$ cat config.mk
export PLATFORM = sky130hd
export DESIGN_NAME = instr_encoder_loader_flat
export DESIGN_NICKNAME = d
export VERILOG_FILES = /design/src/rtl/instr_encoder_loader_if.sv /design/src/rtl/instr_encoder_loader.sv /design/src/flat_wrapper.sv
export SDC_FILE = /design/constraint.sdc
export NUM_CORES = 1
export LEC_CHECK = 0
export ABC_AREA = 1
export CAP_MARGIN = 25
export CORE_ASPECT_RATIO = 2
export CORE_MARGIN = 1
export CORE_UTILIZATION = 40
export DETAILED_ROUTE_END_ITERATION = 6
export PLACE_DENSITY = 0.69
export SYNTH_ARGS = -nofsm -noshare
export SYNTH_HDL_FRONTEND = slang
export SYNTH_SLANG_ARGS = --single-unit
$ cat constraint.sdc
create_clock -name clk -period 3.8 [get_ports clk]
set_input_delay 0.57 -clock clk [delete_from_list [all_inputs] [get_ports clk]]
set_output_delay 0.57 -clock clk [all_outputs]
set_load 0.01 [all_outputs]
$ cat src/rtl/instr_encoder_loader_if.sv
// Descriptor handshake and instruction-memory write port between the host
// boot path and the toycpu instruction encoder/loader.
`timescale 1ns/1ps
interface instr_encoder_loader_if #(
    parameter int ADDR_WIDTH = 8
);
    logic                  in_valid;
    logic                  in_ready;
    logic [2:0]            in_op;
    logic [1:0]            in_rd;
    logic [1:0]            in_rs1;
    logic [1:0]            in_rs2;
    logic [6:0]            in_aluop;
    logic [15:0]           in_imm;
    logic                  in_flag;
    logic                  imem_we;
    logic [ADDR_WIDTH-1:0] imem_addr;
    logic [15:0]           imem_wdata;

    modport master (
        output in_valid, in_op, in_rd, in_rs1, in_rs2, in_aluop, in_imm, in_flag,
        input  in_ready, imem_we, imem_addr, imem_wdata
    );

    modport slave (
        input  in_valid, in_op, in_rd, in_rs1, in_rs2, in_aluop, in_imm, in_flag,
        output in_ready, imem_we, imem_addr, imem_wdata
    );
endinterface

$ cat src/rtl/instr_encoder_loader.sv
// Packs symbolic toycpu instruction descriptors into 16-bit words and writes
// them to instruction memory at consecutive addresses, one word per two cycles.
`timescale 1ns/1ps
module instr_encoder_loader #(
    parameter int ADDR_WIDTH = 8,
    parameter int BASE_ADDR  = 0
) (
    input  logic                  clk,
    input  logic                  rst_n,
    input  logic                  start,
    instr_encoder_loader_if.slave bus,
    output logic                  busy,
    output logic                  done,
    output logic                  err,
    output logic [1:0]            err_code,
    output logic [ADDR_WIDTH:0]   word_count
);
    localparam logic [2:0] OP_ALU = 3'd0;
    localparam logic [2:0] OP_LDI = 3'd1;
    localparam logic [2:0] OP_LD  = 3'd2;
    localparam logic [2:0] OP_ST  = 3'd3;
    localparam logic [2:0] OP_BRC = 3'd4;
    localparam logic [2:0] OP_BRZ = 3'd5;
    localparam logic [2:0] OP_END = 3'd6;
    localparam logic [2:0] OP_RSV = 3'd7;

    localparam logic [1:0] ERR_RSV      = 2'b00;
    localparam logic [1:0] ERR_LDI      = 2'b01;
    localparam logic [1:0] ERR_BRANCH   = 2'b10;
    localparam logic [1:0] ERR_OVERFLOW = 2'b11;

    localparam logic [ADDR_WIDTH:0]   FULL_COUNT = {1'b1, {ADDR_WIDTH{1'b0}}};
    localparam logic [ADDR_WIDTH:0]   COUNT_STEP = (ADDR_WIDTH + 1)'(1);
    localparam logic [ADDR_WIDTH-1:0] START_ADDR = ADDR_WIDTH'(BASE_ADDR);
    localparam logic [ADDR_WIDTH-1:0] ADDR_STEP  = ADDR_WIDTH'(1);

    typedef enum logic [2:0] {IDLE, LOAD, WRITE, DONE, ERROR} loaderState_t;

    loaderState_t          state, nextState;
    logic                  accept, setDone, setErr;
    logic [1:0]            nextCode;
    logic                  ldiOutOfRange, branchOutOfRange;
    logic [ADDR_WIDTH-1:0] addrPtr;
    logic                  imemWe;
    logic [ADDR_WIDTH-1:0] imemAddr;
    logic [15:0]           imemWdata;

    function automatic logic [15:0] encode(
        input logic [2:0]  op,
        input logic [1:0]  rd,
        input logic [1:0]  rs1,
        input logic [1:0]  rs2,
        input logic [6:0]  aluop,
        input logic [10:0] immLow,
        input logic        flag
    );
        logic [15:0] word;
        case (op)
            OP_ALU:  word = {3'b000, rd, rs1, rs2, aluop};
            OP_LDI:  word = {3'b001, rd, 3'b000, immLow[7:0]};
            OP_LD:   word = {3'b011, rd, rs1, 9'd0};
            OP_ST:   word = {3'b101, 2'b00, rs1, rs2, 7'd0};
            OP_BRC:  word = {3'b110, 1'b0, flag, immLow};
            OP_BRZ:  word = {3'b110, 1'b1, flag, immLow};
            default: word = 16'h0000;
        endcase
        return word;
    endfunction

    assign ldiOutOfRange    = (bus.in_imm[15:8] != 8'h00);
    // Branch offsets are 11-bit signed: bits above the sign bit must replicate it.
    assign branchOutOfRange = !((&bus.in_imm[15:10]) || (~|bus.in_imm[15:10]));

    always_ff @(posedge clk or negedge rst_n) begin
        if (!rst_n) state <= IDLE;
        else        state <= nextState;
    end

    always_comb begin
        nextState = state;
        accept    = 1'b0;
        setDone   = 1'b0;
        setErr    = 1'b0;
        nextCode  = ERR_RSV;
        if (start) begin
            nextState = LOAD;
        end else begin
            case (state)
                LOAD: begin
                    if (bus.in_valid) begin
                        if (bus.in_op == OP_RSV) begin
                            nextState = ERROR;
                            setErr    = 1'b1;
                            nextCode  = ERR_RSV;
                        end else if (bus.in_op == OP_END) begin
                            nextState = DONE;
                            setDone   = 1'b1;
                        end else if (word_count == FULL_COUNT) begin
                            nextState = ERROR;
                            setErr    = 1'b1;
                            nextCode  = ERR_OVERFLOW;
                        end else if (bus.in_op == OP_LDI && ldiOutOfRange) begin
                            nextState = ERROR;
                            setErr    = 1'b1;
                            nextCode  = ERR_LDI;
                        end else if ((bus.in_op == OP_BRC || bus.in_op == OP_BRZ) && branchOutOfRange) begin
                            nextState = ERROR;
                            setErr    = 1'b1;
                            nextCode  = ERR_BRANCH;
                        end else begin
                            nextState = WRITE;
                            accept    = 1'b1;
                        end
                    end
                end
                WRITE:   nextState = LOAD;
                default: nextState = state;
            endcase
        end
    end

    // A start during WRITE still lets the registered strobe finish; it only
    // rewinds the session bookkeeping.
    always_ff @(posedge clk or negedge rst_n) begin
        if (!rst_n) begin
            imemWe     <= 1'b0;
            imemAddr   <= '0;
            imemWdata  <= '0;
            addrPtr    <= START_ADDR;
            word_count <= '0;
            done       <= 1'b0;
            err        <= 1'b0;
            err_code   <= 2'b00;
        end else begin
            imemWe <= accept;
            if (accept) begin
                imemAddr  <= addrPtr;
                imemWdata <= encode(bus.in_op, bus.in_rd, bus.in_rs1, bus.in_rs2,
                                    bus.in_aluop, bus.in_imm[10:0], bus.in_flag);
            end
            if (start) begin
                addrPtr    <= START_ADDR;
                word_count <= '0;
                done       <= 1'b0;
                err        <= 1'b0;
                err_code   <= 2'b00;
            end else begin
                if (state == WRITE) begin
                    addrPtr <= addrPtr + ADDR_STEP;
                    if (word_count != FULL_COUNT) word_count <= word_count + COUNT_STEP;
                end
                if (setDone) done <= 1'b1;
                if (setErr) begin
                    err      <= 1'b1;
                    err_code <= nextCode;
                end
            end
        end
    end

    assign bus.in_ready   = (state == LOAD);
    assign bus.imem_we    = imemWe;
    assign bus.imem_addr  = imemAddr;
    assign bus.imem_wdata = imemWdata;
    assign busy           = (state == LOAD) || (state == WRITE);

endmodule

$ cat src/flat_wrapper.sv
// flat-port wrapper written by rule: the top's interface ports become plain ports
module instr_encoder_loader_flat 
#(
    parameter int ADDR_WIDTH = 8,
    parameter int BASE_ADDR  = 0
)
  (clk, rst_n, start, busy, done, err, err_code, word_count, bus_in_valid, bus_in_op, bus_in_rd, bus_in_rs1, bus_in_rs2, bus_in_aluop, bus_in_imm, bus_in_flag, bus_in_ready, bus_imem_we, bus_imem_addr, bus_imem_wdata);
  instr_encoder_loader_if #(.ADDR_WIDTH(ADDR_WIDTH)) bus_i ();
  input  logic clk;
  input  logic rst_n;
  input  logic start;
  output logic busy;
  output logic done;
  output logic err;
  output logic [1:0] err_code;
  output logic [ADDR_WIDTH:0] word_count;
  input wire logic [$bits(bus_i.in_valid)-1:0] bus_in_valid;
  input wire logic [$bits(bus_i.in_op)-1:0] bus_in_op;
  input wire logic [$bits(bus_i.in_rd)-1:0] bus_in_rd;
  input wire logic [$bits(bus_i.in_rs1)-1:0] bus_in_rs1;
  input wire logic [$bits(bus_i.in_rs2)-1:0] bus_in_rs2;
  input wire logic [$bits(bus_i.in_aluop)-1:0] bus_in_aluop;
  input wire logic [$bits(bus_i.in_imm)-1:0] bus_in_imm;
  input wire logic [$bits(bus_i.in_flag)-1:0] bus_in_flag;
  output wire logic [$bits(bus_i.in_ready)-1:0] bus_in_ready;
  output wire logic [$bits(bus_i.imem_we)-1:0] bus_imem_we;
  output wire logic [$bits(bus_i.imem_addr)-1:0] bus_imem_addr;
  output wire logic [$bits(bus_i.imem_wdata)-1:0] bus_imem_wdata;
  assign bus_i.in_valid = bus_in_valid;
  assign bus_i.in_op = bus_in_op;
  assign bus_i.in_rd = bus_in_rd;
  assign bus_i.in_rs1 = bus_in_rs1;
  assign bus_i.in_rs2 = bus_in_rs2;
  assign bus_i.in_aluop = bus_in_aluop;
  assign bus_i.in_imm = bus_in_imm;
  assign bus_i.in_flag = bus_in_flag;
  assign bus_in_ready = bus_i.in_ready;
  assign bus_imem_we = bus_i.imem_we;
  assign bus_imem_addr = bus_i.imem_addr;
  assign bus_imem_wdata = bus_i.imem_wdata;
  instr_encoder_loader #(.ADDR_WIDTH(ADDR_WIDTH), .BASE_ADDR(BASE_ADDR)) u_core (.clk(clk), .rst_n(rst_n), .start(start), .bus(bus_i), .busy(busy), .done(done), .err(err), .err_code(err_code), .word_count(word_count));
endmodule
==> impl_metrics.toml, run 1 <==
[status]
status = "complete, no violations"

[clock_tree]
cts_tree = "done"
cts_made_buffers = 5
clk_pin_slew_ns = 0.07
ctsHoldBuffers = 0
postCtsSetupRepairBufs = 0
clock_latency_ns = 0.29
cts_buffer_depth = 2
htreeDepth = 2
cts_sinks = 49
cts_root_buf = "clkbuf_16"
cts_resized = 0

[floorplan]
initial_core_util = 0.416
ioPinCount = 77
placementRows = 41
coreArea_um2 = 6310
die_h_um = 117
fp.dieW_um = 59.3
dieArea_um2 = 6910

[cells_and_area]
num-nets-final = 423
fill_cells = 599
drive_gt1_frac = 0.151
layout-area-overhead-vs-synth_pct = 37.8
antenna_cells = 0

[yosys]
seq_area_frac_synth = 0.467
synth_cell_type_count = 33
synth_compound_area_frac = 0.169
syn-num-nets = 345
synth_top_family_by_area = "simple AND/OR/NAND/NOR gates"
syn_inst = 305
ys_ff_latch = 49
synth-simple-area-share = 0.242
synth_xor_area_frac = 0.0133
syn_avg_cell_area_um2 = 8.61
synth.mux.area_fraction = 0
netlist_area_um2 = 2630
ys_warn_count = 0
synthAdderAreaFrac = 0.0143

[worst_setup_path]
max_stage_delay_ns = 0.72
startpoint_type = "input pin"
crit_chain = "clkdlybuf4s50_1, nor3_2, o21ai_1, nand2_1, inv_1, nand3_2, buf_4, nand2_1, o21ai_2"
setup.worst_path.start = "bus_in_op[1]"
end_kind = "flip-flop"
path_class = "in2reg"
crit_arrival_ns = 2.73
cpMaxStageDelayCell = "clkdlybuf4s50_1"
r2r-start = "u_core.word_count[0]$_DFFE_PN0P_"
crit_fanout = 27
path_buf_inv = 3
worst_path_most_repeated_cell = "nand2_1"
worstPathRequired_ns = 3.96
crit_family = "buffers and inverters"

[sta]
fin_crit_ns = 2.56
rsz0062_at_grt = "no"
fin_crit_sh = 0.674
setup_viol_count_final = 0
worstMarginPinSlew_ns = 0.637
finClkSkew_ns = 0.00505
setup_tns_ns = 0
maxSlewViolCount = 0
timing.hold.ws_ns = 0.296
maxSlewHeadroom = 0.575
finalHoldViolCount = 0
max_freq_mhz = 390

[placement]
gp_congestion = 0.812
numPortBuffers = 76
hpwl_um = 4860

[global_routing]
grt_remaining_overflow = 0
grt_pass1_vias = 2277
grt_max_degree = 28
antenna_found_initial = 0
grt_usage = 0.195
grt_pass1_wl_um = 10300

[pwr]
cellLeakagePower_nw = 1.63
ir_worst_vdd_mv = 0.287
p_per_area_nw_per_um2 = 424

[hold_path]
hold_path_class = "in2async"

[detailed_routing]
avgRoutedWirePerCell_um = 13.1
wl_um = 6170
via_per_inst = 4.83
ant_nets = 0
vias = 2270
dr.pass1.iters = 4
first_iter_violations = 78
drcViolationCount = 0

[run]
drv_cap = 0
[where the power goes]
group          leakage [nW]  switching [mW]  internal (mW)  total (mW)
combinational         0.885           0.182          0.217       0.399
clock                0.0800           0.193          0.311       0.504
sequential            0.664          0.0442          0.588       0.632
total                  1.63           0.419           1.12        1.54
[metrics by stage]
| step | util | setup slack, ns | area, µm² | total power, mW | std cells |
|---|---|---|---|---|---|
| floorplan | - | 2.19 | 2630 | 0.830 | 305 |
| global placement | 0.542 | 0.991 | 3420 | 1.03 | 461 |
| detailed placement | 0.546 | 0.907 | 3450 | 1.05 | 462 |
| CTS | 0.573 | 1.21 | 3620 | 1.55 | 470 |
| global route | 0.573 | 1.02 | 3620 | 1.61 | 470 |
| finish | 0.573 | 1.24 | 3620 | 1.54 | 470 |
[sequential cells by signal, summed over array words and instances, names as in the netlist]
register / cells
u_core.bus.imem_addr: 8
u_core.err: 1
u_core.bus.imem_wdata: 16
u_core.word_count: 9
u_core.err_code: 2
u_core.done: 1
u_core.addrPtr: 8
u_core.bus.imem_we: 1
u_core.state: 3
[final cells by class]
type                    instances  area, µm²  share of cell area
inverters                      43        164              0.0453
flip-flops and latches         49       1230               0.339
multi-input cells             205       1150               0.318
well taps                      86        108              0.0297
clock buffers                   5        125              0.0346
repair buffers                 79        798               0.221
clock inverters                 3       46.3              0.0128
[worst register-to-register path, delay by kind of cell, from the launching register on]
| kind | cells | cell delay [ns] |
|---|---|---|
| buf+inv | 3 | 0.61 |
| simple gates | 6 | 0.92 |
| flops | 1 | 0.40 |
| fa+ha+maj | 1 | 0.21 |
| compound gates | 1 | 0.05 |
[worst paths after layout]
| path | end | slack, ns | depth (start not counted) |
|---|---|---|---|
| worst min register to register | u_core.bus.imem_addr[2]$_DFFE_PN0P_ | 0.48 | 2 |
| worst min-delay path | u_core.addrPtr[5]$_DFFE_PN0P_ | 0.30 | 1 |
| worst max register to register | u_core.bus.imem_addr[2]$_DFFE_PN0P_ | 1.50 | 11 |
| max in group asynchronous | u_core.bus.imem_wdata[11]$_DFFE_PN0P_ | 2.97 | 2 |
| worst max-delay path | u_core.bus.imem_addr[2]$_DFFE_PN0P_ | 1.24 | 9 |
| min in group clk | u_core.bus.imem_addr[2]$_DFFE_PN0P_ | 0.48 | 2 |
[cells in the mapped netlist]
cell type | count | area (µm²)
a21oi_1 | 22 | 110
a21oi_2 | 1 | 8.76
a22oi_1 | 4 | 30.0
a32oi_1 | 1 | 8.76
buf_12 | 2 | 40.0
buf_2 | 2 | 10.0
buf_4 | 1 | 7.51
buf_6 | 2 | 22.5
clkbuf_1 | 1 | 3.75
dfrtp_1 | 49 | 1230
ha_1 | 3 | 37.5
inv_1 | 40 | 150
inv_2 | 2 | 7.51
inv_4 | 1 | 6.26
nand2_1 | 56 | 210
nand2_2 | 14 | 87.6
nand3_1 | 14 | 70.1
nand3_2 | 1 | 10.0
nand3_4 | 1 | 17.5
nand3b_1 | 2 | 15.0
nand4_1 | 5 | 31.3
nor2_1 | 27 | 101
nor2_8 | 1 | 20.0
nor3_1 | 4 | 20.0
nor3_2 | 3 | 30.0
nor3_4 | 1 | 16.3
o211ai_1 | 1 | 7.51
o21ai_0 | 11 | 55.1
o21ai_1 | 5 | 25.0
o21ai_2 | 20 | 175
o31ai_1 | 3 | 22.5
or2_2 | 1 | 6.26
xor2_1 | 4 | 35.0
[layout by cell type (no fill, tap or decap), types with 11 or more instances in the layout]
cell	n
a21oi_1	22
clkdlybuf4s50_1	75
dfrtp_1	49
inv_1	40
nand2_1	56
nand2_2	14
nand3_1	14
nor2_1	27
o21ai_0	11
o21ai_2	20
[layer usage]
layer	track usage	vias to the layer above	part of all wire
met5	0	-	0
met2	0.376	53	0.57
met3	0.0277	11	0.037
met1	0.203	1053	0.37
li1	-	1153	-
met4	0.0762	0	0.023
[cell families (layout without fill, tap and decap cells)]
kind of cell | count (synthesis) | count (layout)
adders and majority gates | 3 | 3
and+or+nand+nor | 130 | 130
xor gates and xnor gates | 4 | 4
buffers and inverters | 51 | 130
DFF | 49 | 49
AOI/OAI and AO/OA | 68 | 68
No activity file was read; power rests on OpenSTA's default activity.
==> inputs of run 2 (changes only) <==
--- a/config.mk
+++ b/config.mk
@@ -11,7 +11,7 @@
 export CORE_MARGIN = 1
 export CORE_UTILIZATION = 40
 export DETAILED_ROUTE_END_ITERATION = 6
-export PLACE_DENSITY = 0.69
+export PLACE_DENSITY = 0.72
 export SYNTH_ARGS = -nofsm -noshare
 export SYNTH_HDL_FRONTEND = slang
 export SYNTH_SLANG_ARGS = --single-unit
==> constraint.sdc (replaced) <==
create_clock -name clk -period 2.1 [get_ports clk]
set_input_delay 0.315 -clock clk [delete_from_list [all_inputs] [get_ports clk]]
set_output_delay 0.315 -clock clk [all_outputs]
set_load 0.01 [all_outputs]
==> impl_metrics.toml, run 2 (synthesis results as in run 1) <==
[status]
status = "complete, no violations"

[worst_setup_path]
setup.worst_path.start = "u_core.state[2]$_DFFE_PN0P_"
startpoint_type = "flip-flop"
worstPathRequired_ns = 1.78
crit_fanout = 3
r2r_setup_slack_ns = 0.23
rr_endpoint = "u_core.bus.imem_addr[7]$_DFFE_PN0P_"
end_kind = "output port"
reg2reg_depth = 12
crit_arrival_ns = 1.73
path_class = "reg2out"
r2r-start = "u_core.word_count[0]$_DFFE_PN0P_"

[global_routing]
grt_usage = 0.201
busiest_layer = "met2"
antenna_found_initial = 0
grt_max_degree = 49
met2_usage = 0.401
grt_pass1_vias = 2330
met1_usage = 0.190
grt_remaining_overflow = 0
grt_pass1_wl_um = 10400
met3_usage = 0.0266

[cells_and_area]
multi_input_area_um2 = 1160
layout-area-overhead-vs-synth_pct = 40.5
num-nets-final = 430
largest_register_ffs = 16
final_common_cell = "clkdlybuf4s50_1"
final_area_um2 = 3690
stdcell_count = 477
final_util = 0.584
antenna_cells = 0
seqCellArea_um2 = 1230
layout_common_cells = "clkdlybuf4s50_1, nand2_1, dfrtp_1"
fill_cells = 569
drive_gt1_frac = 0.171

[sta]
rsz0062_at_grt = "no"
maxSlewHeadroom = 0.598
setup_slack_ns = 0.0565
fin_crit_ns = 2.04
finClkSkew_ns = 0.00308
setup_viol_count_final = 0
finalHoldViolCount = 0
maxSlewViolCount = 0
max_freq_mhz = 489
setup_tns_ns = 0
worstMarginPinSlew_ns = 0.598
timing.hold.ws_ns = 0.0119
fin_crit_sh = 0.973

[placement]
dp_cells = 468
postPlaceCellArea_um2 = 3480
gp_congestion = 0.792
numPortBuffers = 76
hpwl_um = 4990
pre_cts_slack_ns = 0.136

[floorplan]
ioPinCount = 77
dieArea_um2 = 6910
initial_core_util = 0.416
placementRows = 41
fp.dieW_um = 59.3
coreArea_um2 = 6310
die_h_um = 117

[detailed_routing]
ant_nets = 0
via_per_inst = 4.83
dr.pass1.iters = 7
avgRoutedWirePerCell_um = 13.4
drcViolationCount = 0
vias = 2303
wl_um = 6370
first_iter_violations = 77

[clock_tree]
cts_sinks = 49
clock_latency_ns = 0.28
clk_pin_slew_ns = 0.06
cts_made_buffers = 5
cts_buffer_depth = 2
cts_root_buf = "clkbuf_16"
htreeDepth = 2
cts_tree = "done"
ctsHoldBuffers = 0

[pwr]
ir_worst_vdd_mv = 0.439
p_per_area_nw_per_um2 = 787
total_power_mw = 2.90
cellLeakagePower_nw = 1.67

[hold_path]
hold_path_class = "in2async"

[run]
drv_cap = 0
## run 2: power breakdown
part           leakage (nW)  internal (mW)  switching (mW)
clock                0.0938          0.680           0.331
sequential            0.664           1.06          0.0844
combinational         0.915          0.403           0.341
## run 2: how the worst max path moves through the flow
stage / end / slack (ns)
after detailed placement: u_core.bus.imem_addr[7]$_DFFE_PN0P_ / 0.14
after CTS: busy / 0.02
after global routing: busy / 0.01
after floorplan: u_core.bus.imem_addr[2]$_DFFE_PN0P_ / 0.51
after global placement: u_core.bus.imem_addr[7]$_DFFE_PN0P_ / 0.20
final: busy / 0.06
## run 2: layout make-up
class / count / area share
multi-input combinational: 205 / 0.314
clock buffer: 5 / 0.0339
clock inverter: 3 / 0.0176
timing repair buffer: 86 / 0.229
tap: 86 / 0.0292
inverter: 43 / 0.0445
sequential: 49 / 0.333
## run 2: layer usage
layer / wire length [µm] / share of wire
met5: 0 / 0
met2: 3760 / 0.59
met4: 182 / 0.029
met3: 210 / 0.033
met1: 2210 / 0.35
## run 2: critical path, stage by stage, from the launching register on
cell and delay [ns]:
dfrtp_1 0.38, buf_4 0.14, nor3_4 0.24, or2_2 0.16
clkdlybuf4s50_1 0.53
## run 2: timing repair
item / 4_1_cts / 5_1_grt
gates resized for setup: 1 / 1
cloned: 0 / 0
endpoints found under the setup margin: 1 / 1
buffers inserted: 0 / 1
==> inputs of run 3 (changes only) <==
--- a/config.mk
+++ b/config.mk
@@ -6,12 +6,13 @@
 export NUM_CORES = 1
 export LEC_CHECK = 0
 export ABC_AREA = 1
-export CAP_MARGIN = 25
+export ABC_CLOCK_PERIOD_IN_PS = 2100
 export CORE_ASPECT_RATIO = 2
 export CORE_MARGIN = 1
 export CORE_UTILIZATION = 40
 export DETAILED_ROUTE_END_ITERATION = 6
 export PLACE_DENSITY = 0.72
+export SETUP_SLACK_MARGIN = 0.4
 export SYNTH_ARGS = -nofsm -noshare
 export SYNTH_HDL_FRONTEND = slang
 export SYNTH_SLANG_ARGS = --single-unit
==> impl_metrics.toml, run 3 (synthesis results as in run 1) <==
[status]
status = "complete, no violations"

[worst_setup_path]
cpMaxStageDelayCell = "dfrtp_1"
crit_chain = "inv_2, ha_4, nand2_2, nor3_2, nand2_2, nand2_2, inv_2, nand3_4, buf_6, clkbuf_16, o21ai_2"
reg2reg_depth = 11
crit_fanout = 6
end_kind = "flip-flop"
crit_arrival_ns = 1.91
startpoint_type = "flip-flop"
worst_path_most_repeated_cell = "nand2_2"
rr_endpoint = "u_core.bus.imem_addr[2]$_DFFE_PN0P_"
worstPathRequired_ns = 2.27
r2r_setup_slack_ns = 0.36
r2r-start = "u_core.word_count[1]$_DFFE_PN0P_"
crit_family = "simple AND/OR/NAND/NOR gates"
setup.worst_path.start = "u_core.word_count[1]$_DFFE_PN0P_"
path_buf_inv = 4
max_stage_delay_ns = 0.39
path_class = "reg2reg"

[clock_tree]
ctsHoldBuffers = 0
cts_made_buffers = 5
htreeDepth = 2
clk_pin_slew_ns = 0.06
cts_root_buf = "clkbuf_16"
cts_sinks = 49
cts_tree = "done"
clock_latency_ns = 0.28
cts_buffer_depth = 2

[pwr]
p_clk_frac = 0.340
intPower_mw = 2.18
p_sw_mw = 0.796
combPwrFrac = 0.270
cellLeakagePower_nw = 1.80
p_per_area_nw_per_um2 = 752
swShare = 0.268
pwr-share-seq = 0.389
ir_worst_vdd_mv = 0.440

[detailed_routing]
ant_nets = 0
first_iter_violations = 67
avgRoutedWirePerCell_um = 14.6
drcViolationCount = 0
wl_um = 7130
via_per_inst = 4.93
dr.pass1.iters = 5
vias = 2400

[sta]
max_freq_mhz = 575
fin_crit_ns = 1.74
worstMarginPinSlew_ns = 0.602
setup_viol_count_final = 0
finClkSkew_ns = 0.00236
finalHoldViolCount = 0
setup_slack_ns = 0.361
setup_tns_ns = 0
maxSlewViolCount = 0
fin_crit_sh = 0.828
rsz0062_at_grt = "yes"
maxSlewHeadroom = 0.596

[global_routing]
antenna_found_initial = 0
grt_remaining_overflow = 0
grt_max_degree = 26
grt_usage = 0.216
grt_pass1_wl_um = 11100
grt_pass1_vias = 2447

[cells_and_area]
fill_cells = 539
final_util = 0.626
final_common_cell = "clkdlybuf4s50_1"
layout-area-overhead-vs-synth_pct = 50.5
layout_common_cells = "clkdlybuf4s50_1, nand2_1, dfrtp_1"
num-nets-final = 440
largest_register_ffs = 16
drive_gt1_frac = 0.244
antenna_cells = 0

[floorplan]
ioPinCount = 77
coreArea_um2 = 6310
dieArea_um2 = 6910
die_h_um = 117
fp.dieW_um = 59.3
placementRows = 41
initial_core_util = 0.416

[placement]
numPortBuffers = 76
gp_congestion = 0.792
pre_cts_slack_ns = 0.136
hpwl_um = 4990

[hold_path]
hold_path_class = "in2async"

[run]
drv_cap = 0
-- run 3: cell count changes in the layout (fill, tap and decap cells not counted), moves of 3 or more --
cell             previous run  this run
nand2_1                    56        52
nor2_2                      0         3
inv_1                      39        33
nor2_1                     27        24
buf_4                       9        14
dlymetal6s2s_1              0         4
inv_2                       3         8
buf_16                      0         3
clkdlybuf4s50_1            75        69
-- run 3: how the worst max path moves through the flow --
stage,cells past startpoint,to,slack [ns]
floorplan,12,u_core.bus.imem_addr[2]$_DFFE_PN0P_,0.51
global placement,10,u_core.bus.imem_addr[7]$_DFFE_PN0P_,0.20
detailed placement,10,u_core.bus.imem_addr[7]$_DFFE_PN0P_,0.14
CTS,5,busy,0.28
global route,11,u_core.bus.imem_wdata[1]$_DFFE_PN0P_,0.27
finish,11,u_core.bus.imem_addr[2]$_DFFE_PN0P_,0.36
-- run 3: what timing repair did --
item,CTS,global route
gates cloned,3,1
setup buffers,5,2
pin swaps,0,13
hold endpoints to repair,0,0
endpoints found under the setup margin,34,39
gates resized for setup,14,29
-- run 3: stage by stage --
step                      cells  hold WS, ns  total power [mW]  area [µm²]
final                       487       0.0185              2.97        3950
after global routing        487       0.0638              3.10        3950
after CTS                   484       0.0335              2.96        3810
after detailed placement    468        0.340              1.91        3480
after global placement      468        0.327              1.89        3480
after floorplan             305       0.0194              1.50        2630
-- run 3: cell type report --
class | count | area [µm²] | share of cell area
Multi-Input combinational cell | 205 | 1260 | 0.318
Sequential cell | 49 | 1230 | 0.311
Timing Repair Buffer | 96 | 1000 | 0.254
Inverter | 43 | 166 | 0.0421
Clock buffer | 5 | 125 | 0.0317
Tap cell | 86 | 108 | 0.0272
Clock inverter | 3 | 65.1 | 0.0165
-- run 3: per-layer routing --
layer  wire, µm  track usage
met3        178       0.0255
met4        213       0.0952
met2       4260        0.440
met1       2470        0.199
met5          0            0
-- run 3: power by group through the flow --
stage | clock network (mW) | registers [mW] | logic (mW)
2_1_floorplan | 0 | 1.21 | 0.296
3_5_place_dp | 0 | 1.17 | 0.742
5_1_grt | 1.06 | 1.16 | 0.871
6_report | 1.01 | 1.16 | 0.802
3_3_place_gp | 0 | 1.16 | 0.728
4_1_cts | 1.03 | 1.15 | 0.779
-- run 3: worst register-to-register path, stage by stage, from the launching register on --
cell and delay [ns]:
dfrtp_1 0.39, inv_2 0.10, ha_4 0.14, nand2_2 0.05
nor3_2 0.18, nand2_2 0.12, nand2_2 0.09, inv_2 0.04
nand3_4 0.16, buf_6 0.16, clkbuf_16 0.15, o21ai_2 0.05
